--- src/rtl/recip_index_search_pkg.sv ---
// Shared constants for the reciprocal table and its inverse search.
// The table is strictly decreasing, which the linear scan relies on.
package recip_index_search_pkg;

  localparam int RECIP_DEPTH = 16;
  localparam int IDX_W       = 4;
  localparam int FRAC_W      = 8;
  localparam int DATA_W      = 16;

  localparam logic [FRAC_W-1:0] RECIP [RECIP_DEPTH] = '{
    8'hFF, 8'h80, 8'h55, 8'h40, 8'h33, 8'h2A, 8'h24, 8'h20,
    8'h1C, 8'h19, 8'h17, 8'h15, 8'h13, 8'h12, 8'h11, 8'h10
  };

  typedef enum logic [1:0] {
    IDLE,
    SCAN,
    DONE
  } state_t;

  function automatic logic [FRAC_W-1:0] recip_entry(input logic [IDX_W-1:0] idx);
    return RECIP[idx];
  endfunction

endpackage

--- src/rtl/recip_index_search_rom.sv ---
// Combinational lookup of one reciprocal table entry.
module recip_index_search_rom
  import recip_index_search_pkg::*;
(
  input  logic [IDX_W-1:0]  addr,
  output logic [FRAC_W-1:0] data
);

  assign data = recip_entry(addr);

endmodule

--- src/rtl/recip_index_search.sv ---
// Recovers the table index whose reciprocal is nearest to a Q0.8 value
// by scanning the decreasing table one entry per clock.
module recip_index_search
  import recip_index_search_pkg::*;
(
  input  logic              clk,
  input  logic              rst,
  input  logic              start,
  input  logic [DATA_W-1:0] value,
  output logic              busy,
  output logic              done,
  output logic [IDX_W-1:0]  index,
  output logic              exact
);

  state_t              state;
  state_t              state_next;
  logic [IDX_W-1:0]    cnt;
  logic [IDX_W-1:0]    cnt_prev;
  logic [FRAC_W-1:0]   v_q;
  logic                sat_q;
  logic                found;
  logic [FRAC_W-1:0]   cur;
  logic [FRAC_W-1:0]   prev;
  logic [FRAC_W-1:0]   d_lo;
  logic [FRAC_W-1:0]   d_hi;
  logic [FRAC_W-1:0]   sel_entry;
  logic [IDX_W-1:0]    sel_idx;
  logic                sel_valid;
  logic                sel_exact;

  assign cnt_prev = cnt - 4'd1;

  recip_index_search_rom u_rom_cur (
    .addr (cnt),
    .data (cur)
  );

  recip_index_search_rom u_rom_prev (
    .addr (cnt_prev),
    .data (prev)
  );

  // Next state plus the per-cycle nearest-neighbour decision; the selection
  // is registered first and the DONE pulse follows one cycle later.
  always_comb begin
    state_next = state;
    sel_valid  = 1'b0;
    sel_idx    = cnt;
    sel_entry  = cur;
    d_lo       = '0;
    d_hi       = '0;
    unique case (state)
      IDLE: begin
        if (start) state_next = SCAN;
      end
      SCAN: begin
        if (found) begin
          state_next = DONE;
        end else if (cur <= v_q) begin
          sel_valid = 1'b1;
          if (cnt != '0) begin
            d_lo = v_q - cur;
            d_hi = prev - v_q;
            if (d_lo >= d_hi) begin
              sel_idx   = cnt_prev;
              sel_entry = prev;
            end
          end
        end else if (cnt == IDX_W'(RECIP_DEPTH - 1)) begin
          sel_valid = 1'b1;
        end
      end
      DONE: begin
        state_next = IDLE;
      end
      default: begin
        state_next = IDLE;
      end
    endcase
    sel_exact = (v_q == sel_entry) && !sat_q;
  end

  // Oversized inputs saturate to the largest reciprocal but can never be exact.
  always_ff @(posedge clk or posedge rst) begin
    if (rst) begin
      state <= IDLE;
      cnt   <= '0;
      v_q   <= '0;
      sat_q <= 1'b0;
      found <= 1'b0;
      index <= '0;
      exact <= 1'b0;
    end else begin
      state <= state_next;
      unique case (state)
        IDLE: begin
          if (start) begin
            v_q   <= (value[DATA_W-1:FRAC_W] == '0) ? value[FRAC_W-1:0] : 8'hFF;
            sat_q <= |value[DATA_W-1:FRAC_W];
            cnt   <= '0;
            found <= 1'b0;
          end
        end
        SCAN: begin
          if (!found) begin
            if (sel_valid) begin
              index <= sel_idx;
              exact <= sel_exact;
              found <= 1'b1;
            end else begin
              cnt <= cnt + 4'd1;
            end
          end
        end
        default: begin
        end
      endcase
    end
  end

  assign busy = (state != IDLE);
  assign done = (state == DONE);

endmodule

--- config.mk ---
export PLATFORM = sky130hd
export DESIGN_NAME = recip_index_search
export DESIGN_NICKNAME = d
export VERILOG_FILES = /design/src/rtl/recip_index_search_pkg.sv /design/src/rtl/recip_index_search_rom.sv /design/src/rtl/recip_index_search.sv
export SDC_FILE = /design/constraint.sdc
export NUM_CORES = 1
export LEC_CHECK = 0
export ABC_AREA = 1
export CAP_MARGIN = 20
export CORE_ASPECT_RATIO = 2
export CORE_MARGIN = 5
export CORE_UTILIZATION = 58
export DETAILED_ROUTE_END_ITERATION = 8
export PLACE_DENSITY_LB_ADDON = 0.2
export SLEW_MARGIN = 15
export SYNTH_ARGS = -nofsm -noshare
export SYNTH_HDL_FRONTEND = slang
export SYNTH_SLANG_ARGS = --single-unit
--- constraint.sdc ---
create_clock -name clk -period 5.1 [get_ports clk]
set_clock_uncertainty 0.1 [all_clocks]
set_input_delay 1.53 -clock clk [delete_from_list [all_inputs] [get_ports clk]]
set_output_delay 1.53 -clock clk [all_outputs]
set_load 0.01 [all_outputs]
==> results of run 1 <==
what timing repair did:
action,CTS,global route
setup endpoints to repair,0,1
gates resized for setup,0,1
endpoints found under the hold margin,0,0
setup buffers,0,0
how the worst max path moves through the flow:
stage / startpoint / to / depth (start not counted)
floorplan: cnt[1]$_DFFE_PP0P_ / exact$_DFFE_PP0P_ / 29
global placement: cnt[0]$_DFFE_PP0P_ / exact$_DFFE_PP0P_ / 33
detailed placement: cnt[1]$_DFFE_PP0P_ / exact$_DFFE_PP0P_ / 33
CTS: cnt[1]$_DFFE_PP0P_ / exact$_DFFE_PP0P_ / 33
global route: cnt[1]$_DFFE_PP0P_ / exact$_DFFE_PP0P_ / 32
finish: cnt[1]$_DFFE_PP0P_ / exact$_DFFE_PP0P_ / 33
cells in the final DEF, fill, tap and decap left out, types with 3 or more instances in the layout:
master and count:
buf_4 7, dfrtp_1 21, nand2_2 5, nand2_1 96
ha_1 31, o21ai_0 33, a21oi_1 16, nand3_1 17
xnor2_1 6, nand4_1 3, o21ai_1 4, clkdlybuf4s50_1 25
nor2_1 28, inv_1 47, xor2_1 8, inv_2 6
clkbuf_8 3
per-stage QoR:
| stage | hold WS [ns] | instance area (sq um) | util (%) | cells |
|---|---|---|---|---|
| 6_report | 0.389 | 2810 | 68.7 | 438 |
| 5_1_grt | 0.413 | 2810 | 68.7 | 438 |
| 4_1_cts | 0.395 | 2810 | 68.7 | 438 |
| 3_5_place_dp | 0.370 | 2760 | 67.6 | 434 |
| 3_3_place_gp | 0.368 | 2760 | 67.6 | 434 |
| 2_1_floorplan | 0.350 | 2420 | - | 355 |
sequential cells by signal (all words and copies together) (netlist names):
name and flops:
state 2, found 1, exact 1, cnt 4
index 4, sat_q 1, v_q 8
critical path, delay by kind of cell, from the launching register on:
| kind | cells | cell delay, ns |
|---|---|---|
| simple gates | 17 | 1.50 |
| fa+ha+maj | 4 | 1.03 |
| compound gates | 6 | 0.81 |
| buf+inv | 5 | 0.44 |
| flops | 1 | 0.39 |
| xor+xnor | 1 | 0.14 |
layout make-up:
cell class | instances | share of cell area, %
Sequential cell | 21 | 18.7
Timing Repair Buffer | 32 | 10.8
Multi-Input combinational cell | 275 | 59.3
Tap cell | 52 | 2.32
Inverter | 54 | 7.22
Clock buffer | 3 | 1.47
Clock inverter | 1 | 0.178
Yosys cell counts (all sizes together):
library cell,instances
o22ai,1
a22oi,1
a21o,1
xor2,8
buf,4
nand2,102
o21a,1
or2,2
xnor2,6
dfrtp,21
ha,31
nand3,20
inv,53
nor4,2
a31oi,2
o31ai,2
nand4,4
a21oi,17
o21bai,2
o21ai,39
nor2,32
fa,2
clkinv,1
clkbuf,1
routing by layer:
metal  GRT usage [%]  vias up
li1                -     1211
met1            26.6     1080
met2            49.2       66
met3            2.04       32
met4            14.8        0
met5               0        -
kinds of logic (layout without fill, tap and decap cells):
logic type / Yosys count / after routing / share of synthesized area [%]
DFF: 21 / 21 / 21.7
adders and majority gates: 33 / 33 / 17.7
AOI/OAI and AO/OA: 66 / 66 / 15.0
xor gates and xnor gates: 14 / 14 / 5.06
buffers and inverters: 59 / 90 / 9.60
and+or+nand+nor: 162 / 162 / 31.0
==> reports/results.ini, run 1 <==
[job]
cap_violations = 0

[worst_setup_path]
crit_path_start_kind = flop
slowest_stage = dfrtp_1
cp-end-kind = flop
r2r_cells = 33
r2r-end = exact$_DFFE_PP0P_
cp_data_arrival_time_ns = 4.62
r2r-start = cnt[1]$_DFFE_PP0P_
required_ns = 5.17
r2r_slack_ns = 0.55
cp_common_cell = nand2_1
slowest_delay_ns = 0.39
critical_path_class = reg2reg
worstPathMaxFanout = 6

[global_routing]
antenna_found_initial = 0
grt_start_max_net_pins = 22
grt_pass1_wl_mm = 11.3
grt_overflow = 0
grt_pass1_vias = 2428
grtUsageTotal_pct = 25.6

[drt]
routedWlPerCell_um = 15.1
antenna_left = 0
wl_mm = 6.63
via_count = 2389
highest_layer = met4
met2_length_mm = 3.65
firstDrtPassIters = 5
route.detailed.drc = 0
dr_wl_met3_um = 162
vias_per_cell = 5.45
drtIter0Drc = 109
wl_met1_mm = 2.41

[sta]
tightest_slew_ns = 0.861
final.min_clock_period_ns = 4.55
slew_headroom_pct = 42.5
min_period_over_period_pct = 89.2
fmax_ghz = 0.220
layout_setup_ws_ns = 0.551
setup_viol_count_final = 0
rsz0062_at_grt = false
final_max_slew_viol_count = 0
tns_ns = 0
finalHoldViolCount = 0

[placed_design]
dp_hpwl_mm = 5.62
dpl_worst_slack_ns = 0.489
portBuffers = 25
gp_congestion = 0.924

[layout]
fillCellCount = 375
drive_gt1_share_pct = 9.07
multiInputGateArea_sq_mm = 0.00167
seq_area_sq_um = 526
layout.nets = 439
areaGrowthSynthToFinish_pct = 15.8
antenna_cells = 0

[logic_synthesis]
yosys.area.top_type_share_pct = 21.7
ys_seq_area_share_pct = 21.7
synthCells = 355
yosysTopAreaCell = dfrtp_1
syn_area_sq_mm = 0.00242
ys_types = 38
synth_warnings = 0
postSynthAreaPerCell_sq_um = 6.83
ys_ff_latch = 21
synthTopCellsByArea = dfrtp_1, ha_1, nand2_1
syn_nets = 407

[min_path]
hold_depth = 2
hold_end = sat_q$_DFFE_PP0P_
hp-start = sat_q$_DFFE_PP0P_
min_path_type = reg2reg

[die]
die_w_um = 55.7
coreArea_sq_mm = 0.00409
rows = 33
initial_core_util_pct = 59.3
dieHeight_um = 101
ios = 26
die_area_sq_mm = 0.00565

[clock_tree]
clkLatencyLatePin_ns = 0.27
tritoncts = yes
cts_made_buffers = 3
cts-root-buf = clkbuf_8
clk_pin_slew_ns = 0.08
cts.sinks = 21
holdBufCountCts = 0
htreeDepth = 1
cts_buffer_depth = 2

[status]
status = complete, no violations

Power of run 1 is not shown: default switching activity piles up to over one toggle a cycle in this logic, so the estimate is an artifact.
==> run 2, diff against run 1 <==
--- a/config.mk
+++ b/config.mk
@@ -11,6 +11,7 @@
 export CORE_MARGIN = 5
 export CORE_UTILIZATION = 58
 export DETAILED_ROUTE_END_ITERATION = 8
+export HOLD_SLACK_MARGIN = 0.12
 export PLACE_DENSITY_LB_ADDON = 0.2
 export SLEW_MARGIN = 15
 export SYNTH_ARGS = -nofsm -noshare
==> results of run 2 <==
The final DEF is identical to that of run 1; final timing and power are the same.
Power of run 2 is left out for the same reason.
